===== src/rtl/bus_demux_1t2_if.sv =====
// Request/response bus bundle shared by the initiator side and each target port.
// The master drives the request and accepts responses; the slave does the reverse.
interface bus_demux_1t2_if #(
    parameter int DATA_W = 32
);
    logic              valid;
    logic              ready;
    logic [DATA_W-1:0] addr;
    logic [DATA_W-1:0] wdata;
    logic              we;
    logic              rsp_valid;
    logic              rsp_ready;
    logic [DATA_W-1:0] rdata;

    modport master (
        output valid, addr, wdata, we, rsp_ready,
        input  ready, rsp_valid, rdata
    );

    modport slave (
        input  valid, addr, wdata, we, rsp_ready,
        output ready, rsp_valid, rdata
    );
endinterface


===== src/rtl/bus_demux_1t2.sv =====
// 1-to-2 data-bus request router: one registered forward stage steers requests by
// address, and an order FIFO of target bits returns load data in issue order.
module bus_demux_1t2 #(
    parameter logic [31:0] SPLIT_ADDR = 32'h1100_0000,
    parameter int          DEPTH      = 4
) (
    input  logic             clk,
    input  logic             rst_n,
    bus_demux_1t2_if.slave   up,
    bus_demux_1t2_if.master  dn0,
    bus_demux_1t2_if.master  dn1
);
    localparam int PW = $clog2(DEPTH);
    localparam int CW = $clog2(DEPTH + 1);

    logic             vld_p1;
    logic             tgt_p1;
    logic             we_p1;
    logic [31:0]      addr_p1;
    logic [31:0]      wdata_p1;

    logic [DEPTH-1:0] ord_q;
    logic [PW-1:0]    wr_ptr;
    logic [PW-1:0]    rd_ptr;
    logic [CW-1:0]    count;

    logic fifo_full;
    logic fifo_empty;
    logic head_tgt;
    logic sel_ready;
    logic rsp_pop;
    logic req_acc;
    logic push;
    logic drain;
    logic tgt_in;

    assign tgt_in     = (up.addr >= SPLIT_ADDR);
    assign fifo_full  = (count == CW'(DEPTH));
    assign fifo_empty = (count == '0);
    assign head_tgt   = ord_q[rd_ptr];
    assign sel_ready  = tgt_p1 ? dn1.ready : dn0.ready;
    assign drain      = vld_p1 & sel_ready;

    // A full FIFO still admits a load in the cycle a response leaves it.
    assign up.ready = rst_n & (!vld_p1 | sel_ready) & !(!up.we & fifo_full & !rsp_pop);
    assign req_acc  = up.valid & up.ready;
    assign push     = req_acc & !up.we;

    assign dn0.valid = vld_p1 & !tgt_p1;
    assign dn1.valid = vld_p1 & tgt_p1;
    assign dn0.addr  = addr_p1;
    assign dn1.addr  = addr_p1;
    assign dn0.wdata = wdata_p1;
    assign dn1.wdata = wdata_p1;
    assign dn0.we    = we_p1;
    assign dn1.we    = we_p1;

    // Only the port at the FIFO head may hand a response upstream; the other waits.
    assign up.rsp_valid  = !fifo_empty & (head_tgt ? dn1.rsp_valid : dn0.rsp_valid);
    assign up.rdata      = head_tgt ? dn1.rdata : dn0.rdata;
    assign dn0.rsp_ready = !fifo_empty & !head_tgt & up.rsp_ready;
    assign dn1.rsp_ready = !fifo_empty &  head_tgt & up.rsp_ready;
    assign rsp_pop       = up.rsp_valid & up.rsp_ready;

    // Stage p1: forward register (valid is reset, payload is not)
    always_ff @(posedge clk or negedge rst_n) begin
        if (!rst_n) begin
            vld_p1 <= 1'b0;
        end else if (req_acc) begin
            vld_p1 <= 1'b1;
        end else if (drain) begin
            vld_p1 <= 1'b0;
        end
    end

    always_ff @(posedge clk) begin
        if (req_acc) begin
            addr_p1  <= up.addr;
            wdata_p1 <= up.wdata;
            we_p1    <= up.we;
            tgt_p1   <= tgt_in;
        end
    end

    always_ff @(posedge clk) begin
        if (push) begin
            ord_q[wr_ptr] <= tgt_in;
        end
    end

    always_ff @(posedge clk or negedge rst_n) begin
        if (!rst_n) begin
            wr_ptr <= '0;
            rd_ptr <= '0;
            count  <= '0;
        end else begin
            if (push) begin
                wr_ptr <= wr_ptr + PW'(1);
            end
            if (rsp_pop) begin
                rd_ptr <= rd_ptr + PW'(1);
            end
            case ({push, rsp_pop})
                2'b10:   count <= count + CW'(1);
                2'b01:   count <= count - CW'(1);
                default: count <= count;
            endcase
        end
    end
endmodule


===== src/flat_wrapper.sv =====
// flat-port wrapper written by rule: the top's interface ports become plain ports
module bus_demux_1t2_flat 
#(
    parameter logic [31:0] SPLIT_ADDR = 32'h1100_0000,
    parameter int          DEPTH      = 4
)
  (clk, rst_n, up_valid, up_addr, up_wdata, up_we, up_rsp_ready, up_ready, up_rsp_valid, up_rdata, dn0_valid, dn0_addr, dn0_wdata, dn0_we, dn0_rsp_ready, dn0_ready, dn0_rsp_valid, dn0_rdata, dn1_valid, dn1_addr, dn1_wdata, dn1_we, dn1_rsp_ready, dn1_ready, dn1_rsp_valid, dn1_rdata);
  bus_demux_1t2_if up_i ();
  bus_demux_1t2_if dn0_i ();
  bus_demux_1t2_if dn1_i ();
  input  logic clk;
  input  logic rst_n;
  input wire logic [$bits(up_i.valid)-1:0] up_valid;
  input wire logic [$bits(up_i.addr)-1:0] up_addr;
  input wire logic [$bits(up_i.wdata)-1:0] up_wdata;
  input wire logic [$bits(up_i.we)-1:0] up_we;
  input wire logic [$bits(up_i.rsp_ready)-1:0] up_rsp_ready;
  output wire logic [$bits(up_i.ready)-1:0] up_ready;
  output wire logic [$bits(up_i.rsp_valid)-1:0] up_rsp_valid;
  output wire logic [$bits(up_i.rdata)-1:0] up_rdata;
  output wire logic [$bits(dn0_i.valid)-1:0] dn0_valid;
  output wire logic [$bits(dn0_i.addr)-1:0] dn0_addr;
  output wire logic [$bits(dn0_i.wdata)-1:0] dn0_wdata;
  output wire logic [$bits(dn0_i.we)-1:0] dn0_we;
  output wire logic [$bits(dn0_i.rsp_ready)-1:0] dn0_rsp_ready;
  input wire logic [$bits(dn0_i.ready)-1:0] dn0_ready;
  input wire logic [$bits(dn0_i.rsp_valid)-1:0] dn0_rsp_valid;
  input wire logic [$bits(dn0_i.rdata)-1:0] dn0_rdata;
  output wire logic [$bits(dn1_i.valid)-1:0] dn1_valid;
  output wire logic [$bits(dn1_i.addr)-1:0] dn1_addr;
  output wire logic [$bits(dn1_i.wdata)-1:0] dn1_wdata;
  output wire logic [$bits(dn1_i.we)-1:0] dn1_we;
  output wire logic [$bits(dn1_i.rsp_ready)-1:0] dn1_rsp_ready;
  input wire logic [$bits(dn1_i.ready)-1:0] dn1_ready;
  input wire logic [$bits(dn1_i.rsp_valid)-1:0] dn1_rsp_valid;
  input wire logic [$bits(dn1_i.rdata)-1:0] dn1_rdata;
  assign up_i.valid = up_valid;
  assign up_i.addr = up_addr;
  assign up_i.wdata = up_wdata;
  assign up_i.we = up_we;
  assign up_i.rsp_ready = up_rsp_ready;
  assign up_ready = up_i.ready;
  assign up_rsp_valid = up_i.rsp_valid;
  assign up_rdata = up_i.rdata;
  assign dn0_valid = dn0_i.valid;
  assign dn0_addr = dn0_i.addr;
  assign dn0_wdata = dn0_i.wdata;
  assign dn0_we = dn0_i.we;
  assign dn0_rsp_ready = dn0_i.rsp_ready;
  assign dn0_i.ready = dn0_ready;
  assign dn0_i.rsp_valid = dn0_rsp_valid;
  assign dn0_i.rdata = dn0_rdata;
  assign dn1_valid = dn1_i.valid;
  assign dn1_addr = dn1_i.addr;
  assign dn1_wdata = dn1_i.wdata;
  assign dn1_we = dn1_i.we;
  assign dn1_rsp_ready = dn1_i.rsp_ready;
  assign dn1_i.ready = dn1_ready;
  assign dn1_i.rsp_valid = dn1_rsp_valid;
  assign dn1_i.rdata = dn1_rdata;
  bus_demux_1t2 #(.SPLIT_ADDR(SPLIT_ADDR), .DEPTH(DEPTH)) u_core (.clk(clk), .rst_n(rst_n), .up(up_i), .dn0(dn0_i), .dn1(dn1_i));
endmodule

===== config.mk =====
export PLATFORM = sky130hd
export DESIGN_NAME = bus_demux_1t2_flat
export DESIGN_NICKNAME = d
export VERILOG_FILES = /design/src/rtl/bus_demux_1t2_if.sv /design/src/rtl/bus_demux_1t2.sv /design/src/flat_wrapper.sv
export SDC_FILE = /design/constraint.sdc
export NUM_CORES = 1
export LEC_CHECK = 0
export ABC_CLOCK_PERIOD_IN_PS = 3500
export BUFFER_PORTS_ARGS = -buffer_cell sky130_fd_sc_hd__buf_2
export CAP_MARGIN = 10
export CORE_AREA = 2 2 118 120
export CTS_CLUSTER_DIAMETER = 120
export DETAILED_ROUTE_END_ITERATION = 6
export DIE_AREA = 0 0 120 122
export PLACE_DENSITY = 0.63
export SLEW_MARGIN = 20
export SYNTH_ARGS = -nofsm -noshare
export SYNTH_HDL_FRONTEND = slang
export SYNTH_SLANG_ARGS = --single-unit

===== constraint.sdc =====
create_clock -name clk -period 3.5 [get_ports clk]
set_input_delay 0.35 -clock clk [delete_from_list [all_inputs] [get_ports clk]]
set_output_delay 0.35 -clock clk [all_outputs]
set_load 0.01 [all_outputs]

After elaboration in Yosys (flattened, before gate mapping)
Index checks and enable logic that the tools add are counted.
Storage, ports and cells
  register bits after elaboration: 78
  bits of input ports: 137
  output and inout bits: 168
  logic and storage cells: 58
Operators by class
  $add $sub $neg: 4
  order comparisons: 4
  equal/unequal tests: 3
  muxes and demuxes: 11
  bitwise operators: 16
  reduce and logical (&&, ||, !) cells: 11
Operators by type and width (number)
  $ge 32x29->1 const B: 1
  $mux 32: 1
  $and 1x1->1: 15
  $logic_not 1->1: 7
  $lt 2x3->1 const B: 2
  $mux 1: 6
  $pmux 3 s2: 1
  $add 2x1->2 const B: 2
  $bwmux 4: 1
  $reduce_bool 2->1: 2
  $add 3x1->3 const B: 1
  $eq 3x3->1 const B: 1
  $logic_not 3->1: 1
  $sub 3x1->3 const B: 1
  $bmux 1 s2: 1
  $demux 1 s2: 1
  $eq 2x1->1 const B: 1
  $eq 2x2->1 const B: 1
  $ge 2x1->1 const B: 1
  $logic_and 1x1->1: 1
  $or 1x1->1: 1

Longest topological paths before layout
Gate-level depths: netlist (run 1).
  word-level depth: 13
  gate-level depth with buffers: 11

Worst setup path after synthesis (run 1)
Ideal clock, no wire load.
  path type: flip-flop to flip-flop
  start: register u_core.rd_ptr[0]
  end: register u_core.addr_p1[0] (netlist: u_core.dn0.addr[0]), enable pin
  setup time: 0.431 ns
  arrival: 2.983 ns
  data required time: 3.069 ns
  slack: 0.086 ns
  cell stages (with the launch flop): 6
  period minus slack after synthesis: 3.414 ns
  path through: dfrtp_1 -> mux4_2 -> buf_6 -> and3_4 -> o21bai_1 -> and3b_1
Between the ends
  word-level cells in the longest chain between the ends: 10
Ends and longest elaborated chain
  start: declaration: line bus_demux_1t2.sv:24  | logic [PW-1:0] rd_ptr;
  start signal: assignment: line bus_demux_1t2.sv:101  | rd_ptr <= rd_ptr + PW'(1);
  $bmux 1 s2: line bus_demux_1t2.sv:40  | assign head_tgt = ord_q[rd_ptr];
  $mux 1 (not written as such): line bus_demux_1t2.sv:40
  $mux 1: line bus_demux_1t2.sv:59  | assign up.rsp_valid = !fifo_empty & (head_tgt ? dn1.rsp_valid : dn0.rsp_valid);
  $and 1x1->1: line bus_demux_1t2.sv:59
  $and 1x1->1: line bus_demux_1t2.sv:63  | assign rsp_pop = up.rsp_valid & up.rsp_ready;
  $logic_not 1->1: line bus_demux_1t2.sv:45  | assign up.ready = rst_n & (!vld_p1 | sel_ready) & !(!up.we & fifo_full & !rsp_pop);
  $and 1x1->1: line bus_demux_1t2.sv:45
  $logic_not 1->1: line bus_demux_1t2.sv:45
  $and 1x1->1: line bus_demux_1t2.sv:45
  $and 1x1->1: line bus_demux_1t2.sv:46  | assign req_acc = up.valid & up.ready;
  net u_core.req_acc: line bus_demux_1t2.sv:32  | logic req_acc;
  end signal: assignment: line bus_demux_1t2.sv:78  | addr_p1 <= up.addr;
  end: declaration: line bus_demux_1t2.sv:19  | logic [31:0] addr_p1;
The timed path passes the listed nets, and every way through them passes these cells. The select of a mux whose other input is x is not followed.
A chain may end at the register's enable or synchronous reset.

Final worst setup path (run 1)
  start: register u_core.rd_ptr[0]
  end: register u_core.count[2]
Between the ends
  word-level cells in the longest chain between the ends: 13
  elaborated cells on any way between the ends: 15
  those cells by class: eq/ne (2); mux (4); bitwise (6); reduce/logical (3)
Ends and longest elaborated chain
  $bmux 1 s2 (*): line bus_demux_1t2.sv:40
  $mux 1 (not written as such) (*): line bus_demux_1t2.sv:40
  $mux 1 (*): line bus_demux_1t2.sv:59
  $and 1x1->1 (*): line bus_demux_1t2.sv:59
  $and 1x1->1 (*): line bus_demux_1t2.sv:63
  $logic_not 1->1: line bus_demux_1t2.sv:45
  $and 1x1->1: line bus_demux_1t2.sv:45
  $logic_not 1->1: line bus_demux_1t2.sv:45
  $and 1x1->1: line bus_demux_1t2.sv:45
  $and 1x1->1: line bus_demux_1t2.sv:46
  $and 1x1->1: line bus_demux_1t2.sv:47  | assign push = req_acc & !up.we;
  $eq 2x1->1 / $eq 2x2->1 (equally long branches): line bus_demux_1t2.sv:103  | case ({push, rsp_pop})
  $pmux 3 s2 / $reduce_bool 2->1 (equally long branches)
  end signal: assignment: line bus_demux_1t2.sv:104  | 2'b10: count <= count + CW'(1);
  end signal: assignment: line bus_demux_1t2.sv:105  | 2'b01: count <= count - CW'(1);
  end signal: assignment: line bus_demux_1t2.sv:106  | default: count <= count;
  end: declaration: line bus_demux_1t2.sv:25  | logic [CW-1:0] count;
Every way passes the cells marked *; elsewhere a longest branch is shown, timed or not. The select of a mux whose other input is x is not followed.

==> reports/qor.txt, run 1 <==
FINAL LAYOUT
------------------------------------------------------------------------------------
Synthesis-to-finish area growth                                               43.01%
Ant. Diodes                                                                        0
Fill cell total of the finished layout                                          1319
Total number of nets in the final design                                         625
Sequential cell area                                                        2302 um2
Total area of multi-input combinational cells                              759.5 um2
Proportion of layout cells with a drive suffix above 1                        73.51%

YOSYS
------------------------------------------------------------------------------------
Top FF cell, synth                                                          edfxtp_1
Total standard cell area after synthesis                                    3598 um2
Most frequent cell after synthesis                                          edfxtp_1
Post-synthesis sequential area ratio                                          63.98%
FFs w/ async S/R, synth                                                       10.26%
Number of synthesis warnings                                                       0
Number of flops mapped to enable cells by yosys                                   70
Post-synthesis sequential element count                                           78
Synthesized area per cell                                                  15.44 um2
Most frequent cells after synthesis                                     edfxtp_1 (70), buf_4 (65), mux2_2 (32)
Synthesized netlist net count                                                    376
Cell type with the largest total area after synthesis                       edfxtp_1
Post-synthesis cell count                                                        233
Synth top area cells                                                    edfxtp_1 (58%), buf_4 (14%), mux2_2 (10%)
Portion of synthesized cell area occupied by the leading cell type            58.41%
Distinct cells, synth                                                             29

DETAILED ROUTING
------------------------------------------------------------------------------------
WL final                                                                    10280 um
Amount of wire on met3 after detailed routing                                 689 um
Avg Vias per Cell                                                              3.964
Wire length on met1                                                          4389 um
Remaining antenna violation count after routing                                    0
Top layer reached by signal wires                                               met5
DR vias                                                                         2644
Residual DRC count                                                                 0
Detailed-route wire length per cell                                         15.41 um
Met2 wirelength from detailed routing                                        5065 um
Pre-Repair DR Iteration Count                                                      4
First DRT Iteration DRCs                                                         160

POWER AND IR DROP
------------------------------------------------------------------------------------
Leak Pwr                                                                    2.432 nW
Switching power summed over all nets                                       0.9077 mW
Worst supply voltage drop on vdd                                           0.3077 mV
Cell internal power dissipation                                             2.083 mW
Ratio of total power to cell area                                       581.1 nW/um2
Fraction of power consumed by combinational cells                              31.4%
Sw Ratio                                                                      30.35%
Clock power share                                                              28.5%
Sequential share of power                                                      40.1%

CRITICAL PATH
------------------------------------------------------------------------------------
Crit path arrival time                                                       2.78 ns
R2R cell count                                                                    10
Cell family with the largest share of critical-path delay               multiplexers
Kind of end point of the critical path                                          flop
Path type of the worst setup path                                         reg -> reg
Destination of the worst register-to-register timing path               u_core.count[2]
Critical path's slowest cell                                                  mux4_2
RR Startpoint                                                           u_core.rd_ptr[0]
Cell chain of the critical path                                         mux4_2 -> and3b_1 -> nor3_4 -> inv_1 -> ha_1 -> inv_1 -> fa_1 -> xor2_1 -> nor2_1 -> xor2_1
R2R setup slack                                                              0.98 ns
Worst Path Required                                                          3.76 ns
Kind of launch point of the worst setup path                                    flop
Worst Path Max Fanout                                                              7
Maximum cell stage delay along the critical path                             0.56 ns
Number of buffers and inverters on the critical path                               2

STA
------------------------------------------------------------------------------------
Setup TNS                                                                       0 ns
Period Utilization, post-route                                                71.90%
Slew Limit Headroom                                                           67.68%
Slew at the pin closest to its max-slew limit                              0.4848 ns
Hold slack                                                                 0.1860 ns
Fmax                                                                       397.4 MHz
Worst-case clock skew                                                    0.003798 ns
Hold Violations, Final                                                             0
Number of endpoints failing setup at the final stage                               0
Final-report max-slew violation count                                              0
Clock period minus worst slack                                              2.516 ns
RSZ-0062 raised after global routing                                              no

MIN PATH
------------------------------------------------------------------------------------
Hold Crit Depth                                                                    1
Hold crit path type                                                        in -> reg
Startpoint of the worst hold path                                       up_wdata[26]
Terminating pin of the worst hold path                                  u_core.dn0.wdata[26]

CLOCKING
------------------------------------------------------------------------------------
Post-cts repair resize count                                                       0
Buffer cell driving the clock tree root                                    clkbuf_16
Quantity of hold-fixing buffers added after cts                                    1
CTS clk-pin slew, worst paths                                                0.06 ns
Maximum level of the CTS H-tree                                                    3
Post-CTS Setup Inserts                                                             0
Number of buffers between clock root and the deepest sink                          2
Number of sinks handled by clock tree synthesis                                   78
TritonCTS clock tree                                                           built
Number of buffers created by CTS                                                   9
Clock network latency to the later pin of the worst-skew pair                0.33 ns

GLOBAL ROUTING
------------------------------------------------------------------------------------
Grt total ovfl                                                                     0
GR Util All Layers                                                            12.91%
First-pass GRT wire length                                                  13790 um
Initial antenna violation count                                                    3
Number of global-route vias before repair                                       2484
Pin count of the biggest net entering global routing                              40

FLOORPLANNING
------------------------------------------------------------------------------------
I/O pin count                                                                    305
Initial standard-cell utilization of the core                                 26.65%
Area of the placeable core                                                 13500 um2
Width of the chip                                                             120 um
Cell Rows                                                                         43
Floorplan die area                                                         14640 um2
Die Height                                                                    122 um

PLACED DESIGN
------------------------------------------------------------------------------------
Weighted congestion at the end of routability-driven global placement         0.7711
Sum of net half-perimeters after detailed placement                          8593 um
Port Buffer Count                                                                304

OUTCOME
------------------------------------------------------------------------------------
Outcome                                                                 finished, final reports clean

RUN
------------------------------------------------------------------------------------
Maxcap violations                                                                  0

==> cell type report <==
cell class | instances | area share, %
clock buffers | 10 | 4.449
clock inverters | 6 | 0.8753
inverters | 7 | 0.5106
multi-input cells | 79 | 14.76
flip-flops and latches | 78 | 44.74
well taps | 180 | 4.376
repair buffers | 307 | 30.29
==> per-stage QoR <==
stage / area [um2] / worst slack (ns) / util, % / total power [mW] / std cells
after floorplan: 3598 / 0.08593 / - / 1.854 / 233
after global placement: 4862 / 0.9927 / 36.00 / 2.133 / 650
after detailed placement: 4862 / 0.9499 / 36.00 / 2.158 / 650
after CTS: 5146 / 0.9451 / 38.11 / 3.029 / 667
after global routing: 5146 / 0.8097 / 38.11 / 3.156 / 667
final: 5146 / 0.9836 / 38.11 / 2.990 / 667
==> registers in the layout, summed over array words and instances, names as in the netlist <==
name	cells
u_core.count	3
u_core.dn0.addr	32
u_core.dn0.wdata	32
u_core.dn0.we	1
u_core.ord_q	4
u_core.rd_ptr	2
u_core.tgt_p1	1
u_core.vld_p1	1
u_core.wr_ptr	2
==> worst reg2reg max path, stage by stage (launching register included) <==
cell and delay (ns):
dfrtp_1 0.40, mux4_2 0.56, and3b_1 0.30, nor3_4 0.09, inv_1 0.07, ha_1 0.17, inv_1 0.06, fa_1 0.38
xor2_1 0.15, nor2_1 0.12, xor2_1 0.15
==> cells in the final DEF (no fill, tap or decap), types with 3 or more instances in the layout <==
cell / netlist / layout
clkbuf_16: 0 / 9
nand2_1: 5 / 5
and2_1: 5 / 5
ha_1: 5 / 5
mux2_2: 32 / 32
xor2_1: 4 / 4
edfxtp_1: 70 / 70
inv_1: 7 / 7
mux2i_1: 3 / 3
buf_2: 3 / 304
nor2_1: 5 / 5
dfrtp_1: 8 / 8
==> layer usage <==
metal  vias up  global-route usage [%]
li1       1257                       -
met1      1257                   17.15
met2       116                   20.03
met3        12                   4.120
met4         2                   4.191
met5         -                       0
==> power groups by stage <==
stage               Clock, mW  Combinational, mW  Sequential [mW]
finish                  0.852              0.939             1.20
global route            0.922               1.02             1.21
CTS                     0.883              0.946             1.20
detailed placement          0              0.940             1.22
global placement            0              0.921             1.21
floorplan                   0              0.620             1.23
==> logic make-up (layout without fill, tap and decap cells) <==
kind of cell | count (synthesis) | after routing | synth area share (%)
buffers and inverters | 76 | 330 | 15.02
adder cells (fa/ha/maj) | 6 | 6 | 2.295
multiplexers | 37 | 37 | 11.89
flip-flops | 78 | 78 | 63.98
AO/OA/AOI/OAI | 4 | 4 | 0.9738
AND/OR/NAND/NOR | 26 | 26 | 4.382
XOR/XNOR | 6 | 6 | 1.460
==> how the worst max path moves through the flow <==
| stage | startpoint | end | slack [ns] | cells after the start |
|---|---|---|---|---|
| final | u_core.rd_ptr[0] | u_core.count[2] | 0.98 | 10 |
| after global routing | rst_n | u_core.count[2] | 0.81 | 12 |
| after CTS | u_core.rd_ptr[0] | u_core.dn0.addr[13] | 0.95 | 5 |
| after detailed placement | u_core.rd_ptr[0] | u_core.dn0.wdata[28] | 0.95 | 5 |
| after global placement | u_core.rd_ptr[0] | u_core.dn0.addr[9] | 0.99 | 5 |
| after floorplan | u_core.rd_ptr[0] | u_core.dn0.addr[0] | 0.09 | 5 |
No activity file was read; power rests on OpenSTA's default activity.
==> run 2, diff against run 1 <==
ABC_CLOCK_PERIOD_IN_PS = 2390   (was 3500)
PLACE_DENSITY = 0.61   (was 0.63)
clock period = 2.39 ns   (was 3.5 ns; I/O delays follow)
==> run 2 against run 1 <==
  * The flow now finishes with violations (setup timing)
  * Clock power rose by 62%
  * First-iteration DRC count rose by 5.6%
  * Routed wire length fell by 0.67%
  * Setup slack got worse by 1.0 ns
  * Critical path type unchanged
  * Critical path depth stayed put
  * Final cell count up 0.90%
  * Utilization is 0.66 points higher
  * Clock skew grew 0.0026 ns
==> reports/qor.txt, run 2 (synthesis results as in run 1) <==
CRITICAL PATH
------------------------------------------------------------------------------------
Maximum cell stage delay along the critical path                             0.58 ns   +0.02 ns
Worst Path Required                                                          2.65 ns   -1.11 ns
R2R cell count                                                                    10   unchanged
Launching instance or port of the critical path                         u_core.rd_ptr[0]
Kind of launch point of the worst setup path                                    flop
Number of buffers and inverters on the critical path                               2   unchanged
Cell family with the largest share of critical-path delay               multiplexers
Most common cell on crit path                                                 xor2_1
RR Startpoint                                                           u_core.rd_ptr[0]
Critical path's slowest cell                                                  mux4_2
Kind of end point of the critical path                                          flop
Path length in cells of the critical path                                         10   unchanged
Destination of the worst register-to-register timing path               u_core.count[2]
Worst Path Max Fanout                                                              4   -3
R2R setup slack                                                             -0.02 ns   -1.01 ns
Cell chain of the critical path                                         mux4_2 -> and3b_2 -> nor3_4 -> inv_1 -> ha_2 -> inv_2 -> fa_2 -> xor2_1 -> nor2_1 -> xor2_1
Path type of the worst setup path                                         reg -> reg
Crit path arrival time                                                       2.67 ns   -0.11 ns

FLOORPLANNING
------------------------------------------------------------------------------------
Width of the chip                                                             120 um   unchanged
Floorplan die area                                                         14640 um2   unchanged
Die Height                                                                    122 um   unchanged
Cell Rows                                                                         43   unchanged
Area of the placeable core                                                 13500 um2   unchanged
I/O pin count                                                                    305   unchanged
Initial standard-cell utilization of the core                                 26.65%   unchanged

FINAL LAYOUT
------------------------------------------------------------------------------------
Synthesis-to-finish area growth                                               45.48%
Proportion of layout cells with a drive suffix above 1                        75.25%   +1.7 points
Total number of nets in the final design                                         631   +0.96%
Cell Count, Final, Fillers Out                                                   673   +0.90%
Most common cell after layout, fill and taps aside                             buf_2
Ant. Diodes                                                                        0   unchanged
Commonest non-fill, non-tap cells in the layout                         buf_2 (304), edfxtp_1 (70), mux2_2 (32)

MIN PATH
------------------------------------------------------------------------------------
Hold crit path type                                                        in -> reg
Startpoint of the worst hold path                                         up_addr[1]
Hold Crit Depth                                                                    1   unchanged
Terminating pin of the worst hold path                                  u_core.dn0.addr[1]

CLOCKING
------------------------------------------------------------------------------------
Maximum level of the CTS H-tree                                                    3   unchanged
Number of sinks handled by clock tree synthesis                                   78   unchanged
CTS clk-pin slew, worst paths                                                0.06 ns   about the same
Number of buffers between clock root and the deepest sink                          2   unchanged
Number of buffers created by CTS                                                   9   unchanged
TritonCTS clock tree                                                           built
Buffer cell driving the clock tree root                                    clkbuf_16
Clock network latency to the later pin of the worst-skew pair                0.34 ns   about the same

OUTCOME
------------------------------------------------------------------------------------
Outcome                                                                 complete, but fails checks
Violated checks                                                         setup timing

GLOBAL ROUTING
------------------------------------------------------------------------------------
First-pass GRT wire length                                                  13500 um   -2.1%
GR Util All Layers                                                            12.71%   -0.20 points
Pin count of the biggest net entering global routing                              49   +23%
Grt total ovfl                                                                     0   unchanged
Number of global-route vias before repair                                       2467   -0.68%
Initial antenna violation count                                                    1   -2

POWER AND IR DROP
------------------------------------------------------------------------------------
Worst supply voltage drop on vdd                                           0.3167 mV   +2.9%
Leak Pwr                                                                    2.470 nW   +1.5%
Ratio of total power to cell area                                       872.6 nW/um2   +50%
Total Power Consumption                                                     4.568 mW   +53%

PLACED DESIGN
------------------------------------------------------------------------------------
Sum of net half-perimeters after detailed placement                          8539 um   -0.63%
Weighted congestion at the end of routability-driven global placement         0.7815   +1.3%
Inst Count DP                                                                    654   +0.62%
Port Buffer Count                                                                304   unchanged
Post-place setup slack                                                   -0.03636 ns   -0.9863 ns

STA
------------------------------------------------------------------------------------
Period Utilization, post-route                                                101.0%   +29 points
Slew at the pin closest to its max-slew limit                              0.3909 ns   -0.09390 ns
Clock period minus worst slack                                              2.415 ns   -0.1015 ns
Worst-case clock skew                                                    0.006369 ns   +0.002571 ns
Slew Limit Headroom                                                           73.60%   +5.9 points
Minimum setup slack in the final design                                  -0.02495 ns   -1.009 ns
Hold Violations, Final                                                             0   unchanged
RSZ-0062 raised after global routing                                             yes
Fmax                                                                       414.1 MHz   +4.2%
Number of endpoints failing setup at the final stage                               1   +1
Final-report max-slew violation count                                              0   unchanged

DETAILED ROUTING
------------------------------------------------------------------------------------
DR vias                                                                         2688   +1.7%
First DRT Iteration DRCs                                                         169   +5.6%
Avg Vias per Cell                                                              3.994   +0.76%
Pre-Repair DR Iteration Count                                                      4   unchanged
Residual DRC count                                                                 0   unchanged
WL final                                                                    10210 um   -0.67%
Remaining antenna violation count after routing                                    0   unchanged
Detailed-route wire length per cell                                         15.17 um   -1.6%

RUN
------------------------------------------------------------------------------------
Maxcap violations                                                                  0   unchanged

run 2: metrics by stage:
stage | hold WS (ns) | setup TNS [ns] | util, % | cell area (um2)
finish | 0.07356 | -0.02495 | 38.77 | 5235
global route | 0.04858 | -0.3984 | 38.77 | 5235
CTS | 0.05271 | -0.03146 | 38.66 | 5221
detailed placement | 0.2125 | -0.03636 | 36.27 | 4898
global placement | 0.2179 | 0 | 36.27 | 4898
floorplan | -0.05659 | -3.373 | - | 3608
run 2: worst max-delay path by stage:
stage                                    end  slack [ns]
after detailed placement     u_core.count[2]       -0.04
after CTS                    u_core.count[2]       -0.03
after floorplan           u_core.dn0.addr[0]       -0.05
final                        u_core.count[2]       -0.02
after global placement       u_core.count[2]        0.03
after global routing         u_core.count[2]       -0.14
run 2: power by group:
part | switching, mW | internal, mW
sequential | 0.104 | 1.66
clock | 0.560 | 0.824
combinational | 0.705 | 0.719
total | 1.37 | 3.20
run 2: area by class of cell:
cell class / count / area, um2
inverters: 7 / 26.28
fillers: 1306 / 8269
flip-flops and latches: 78 / 2302
clock buffers: 9 / 225.2
well taps: 180 / 225.2
clock inverters: 7 / 80.08
multi-input cells: 79 / 772.0
repair buffers: 313 / 1604
run 2: repair_timing:
item,4_1_cts,5_1_grt
hold buffers,1,0
cloned,0,0
gates resized for setup,1,2
hold endpoints to repair,8,0
setup buffers,1,1
setup endpoints to repair,1,30
pin swaps,2,2
run 2: routing by layer:
| metal | GRT usage (%) | vias to the layer above | routed length [um] |
|---|---|---|---|
| li1 | - | 1273 | - |
| met1 | 16.05 | 1282 | 4169 |
| met2 | 20.21 | 119 | 5215 |
| met3 | 4.448 | 12 | 680 |
| met4 | 4.559 | 2 | 134 |
| met5 | 0 | - | 12 |
run 2: worst reg2reg max path, stage by stage (launching register included):
cell and delay (ns):
dfrtp_1 0.40, mux4_2 0.58, and3b_2 0.30, nor3_4 0.05
inv_1 0.05, ha_2 0.18, inv_2 0.04, fa_2 0.32
xor2_1 0.16, nor2_1 0.11, xor2_1 0.15
==> run 3, diff against run 2 <==
GPL_ROUTABILITY_DRIVEN = 0   (was unset)
SETUP_SLACK_MARGIN = 0.3   (was unset)
==> run 3 against run 2 <==
  * The flow now finishes without violations
  * Non-clock buffer count rose by 5
  * Global-route usage down 0.36 points
  * Final cell count rose by 0.74%
  * Clock skew decreased by 0.00096 ns
  * Register-to-register slack better by 0.06 ns
  * Critical path type unchanged
==> reports/qor.txt, run 3 (synthesis results as in run 1) <==
OUTCOME
----------------------------------------------------------------------------
Outcome                                                         finished, final reports clean

GLOBAL ROUTING
----------------------------------------------------------------------------
First-pass GRT wire length                                          13400 um   -0.77%
Initial antenna violation count                                            0   -1
Grt total ovfl                                                             0   unchanged
Number of global-route vias before repair                               2526   +2.4%
Pin count of the biggest net entering global routing                      35   -29%
GR Util All Layers                                                    12.35%   -0.36 points

CLOCKING
----------------------------------------------------------------------------
Maximum level of the CTS H-tree                                            3   unchanged
Number of buffers between clock root and the deepest sink                  2   unchanged
Clock network latency to the later pin of the worst-skew pair        0.33 ns   about the same
Number of buffers created by CTS                                           9   unchanged
Buffer cell driving the clock tree root                            clkbuf_16
Number of sinks handled by clock tree synthesis                           78   unchanged
TritonCTS clock tree                                                   built
CTS clk-pin slew, worst paths                                        0.06 ns   about the same

POWER AND IR DROP
----------------------------------------------------------------------------
Sw Ratio                                                              28.96%   -1.0 points
Fraction of power consumed by combinational cells                      33.8%   +2.6 points
Total Power Consumption                                             4.624 mW   +1.2%
Leak Pwr                                                            2.526 nW   +2.3%
Ratio of total power to cell area                               864.7 nW/um2   -0.90%
Cell internal power dissipation                                     3.285 mW   +2.7%
Sequential share of power                                              37.9%   -0.6 points
Switching power summed over all nets                                1.339 mW   -2.2%
Worst supply voltage drop on vdd                                   0.3495 mV   +10%
Clock power share                                                      28.3%   -2.0 points

FINAL LAYOUT
----------------------------------------------------------------------------
Commonest non-fill, non-tap cells in the layout                 buf_2 (304), edfxtp_1 (70), mux2_2 (31)
Ant. Diodes                                                                0   unchanged
Most common cell after layout, fill and taps aside                     buf_2
Total number of nets in the final design                                 636   +0.79%
Post-Route Utilization                                                39.60%   +0.83 points
Synthesis-to-finish area growth                                       48.61%
Proportion of layout cells with a drive suffix above 1                74.50%   -0.76 points

RUN
----------------------------------------------------------------------------
Maxcap violations                                                          0   unchanged

FLOORPLANNING
----------------------------------------------------------------------------
Width of the chip                                                     120 um   unchanged
Die Height                                                            122 um   unchanged
Cell Rows                                                                 43   unchanged
I/O pin count                                                            305   unchanged
Floorplan die area                                                 14640 um2   unchanged
Initial standard-cell utilization of the core                         26.65%   unchanged
Area of the placeable core                                         13500 um2   unchanged

PLACED DESIGN
----------------------------------------------------------------------------
Port Buffer Count                                                        304   unchanged
Sum of net half-perimeters after detailed placement                  8206 um   -3.9%
Post-place setup slack                                           0.007792 ns   +0.04415 ns

CRITICAL PATH
----------------------------------------------------------------------------
Cell chain of the critical path                                 mux4_2 -> mux2i_1 -> nor2_1 -> ha_2 -> inv_2 -> fa_2 -> xor2_1 -> nor2_1 -> xor2_1
Worst Path Required                                                  2.65 ns   about the same
Number of buffers and inverters on the critical path                       1   -1
Kind of launch point of the worst setup path                            flop
Critical path's slowest cell                                          mux4_2
Maximum cell stage delay along the critical path                     0.56 ns   -0.02 ns
Kind of end point of the critical path                                  flop
Cell family with the largest share of critical-path delay       multiplexers
Crit path arrival time                                               2.61 ns   -0.06 ns
Path type of the worst setup path                                 reg -> reg
Worst Path Max Fanout                                                      4   unchanged

DETAILED ROUTING
----------------------------------------------------------------------------
DR vias                                                                 2714   +0.97%
Remaining antenna violation count after routing                            0   unchanged
Detailed-route wire length per cell                                 14.80 um   -2.4%
Avg Vias per Cell                                                      4.003   +0.22%
Pre-Repair DR Iteration Count                                              4   unchanged
WL final                                                            10040 um   -1.7%
First DRT Iteration DRCs                                                 113   -33%
Residual DRC count                                                         0   unchanged

STA
----------------------------------------------------------------------------
Worst-case clock skew                                            0.005409 ns   -0.0009605 ns
Hold Violations, Final                                                     0   unchanged
Clock period minus worst slack                                      2.357 ns   -0.05791 ns
Minimum setup slack in the final design                           0.03296 ns   +0.05791 ns
Slew Limit Headroom                                                   71.15%   -2.4 points
Hold slack                                                        0.07936 ns   +0.005793 ns
Slew at the pin closest to its max-slew limit                      0.4272 ns   +0.03626 ns
Period Utilization, post-route                                        98.62%   -2.4 points
Setup TNS                                                               0 ns   +0.02495 ns
Final-report max-slew violation count                                      0   unchanged
RSZ-0062 raised after global routing                                     yes
Number of endpoints failing setup at the final stage                       0   -1
Fmax                                                               424.3 MHz   +2.5%

MIN PATH
----------------------------------------------------------------------------
Hold crit path type                                                in -> reg

==> run 3: layer usage <==
metal | up-vias | track usage [%] | wire length [um]
met5 | - | 0 | 0
met4 | 0 | 4.926 | 151
met3 | 12 | 2.856 | 642
met2 | 117 | 20.74 | 5180
met1 | 1303 | 15.41 | 4063
li1 | 1282 | - | -
==> run 3: layout make-up <==
type | count | area, um2
multi-input combinational | 79 | 769.5
clock inverter | 6 | 61.31
fill | 1309 | 8157
clock buffer | 10 | 229.0
sequential | 78 | 2302
timing repair buffer | 318 | 1734
inverter | 7 | 26.28
tap | 180 | 225.2
==> run 3: power groups by stage <==
stage | Sequential (mW) | Combinational [mW] | Clock [mW]
6_report | 1.75 | 1.56 | 1.31
2_1_floorplan | 1.80 | 0.917 | 0
4_1_cts | 1.75 | 1.51 | 1.35
3_5_place_dp | 1.78 | 1.42 | 0
3_3_place_gp | 1.77 | 1.39 | 0
5_1_grt | 1.77 | 1.71 | 1.41
==> run 3: worst paths after layout <==
check                                  endpoint  slack [ns]              from  cells past startpoint
setup / recovery                u_core.count[2]        0.03  u_core.rd_ptr[0]                      9
hold / removal             u_core.dn0.wdata[31]        0.08      up_wdata[31]                      1
setup reg to reg                u_core.count[2]        0.03  u_core.rd_ptr[0]                      9
hold reg to reg                u_core.rd_ptr[1]        0.48  u_core.rd_ptr[1]                      1
max in group asynchronous         u_core.vld_p1        1.86             rst_n                      3
min in group asynchronous      u_core.rd_ptr[1]        0.39             rst_n                      3
==> run 3: timing repair <==
item                                    CTS  global route
hold endpoints to repair                  8             0
gates cloned                              2             1
resized for setup                         3             1
pin swaps                                 3             0
hold buffers                              1             0
buffers inserted                          3             1
endpoints found under the setup margin  102           104
==> run 3: per-stage QoR <==
step | instance area [um2] | std cells
after floorplan | 3608 | 233
after global placement | 4911 | 654
after detailed placement | 4911 | 654
after CTS | 5311 | 676
after global routing | 5348 | 678
final | 5348 | 678
==> run 3: worst reg2reg max path, stage by stage, from the launching register on <==
cell and delay (ns):
dfrtp_1 0.36, mux4_2 0.56, mux2i_1 0.18, nor2_1 0.20, ha_2 0.23, inv_2 0.04, fa_2 0.33, xor2_1 0.14
nor2_1 0.11, xor2_1 0.15
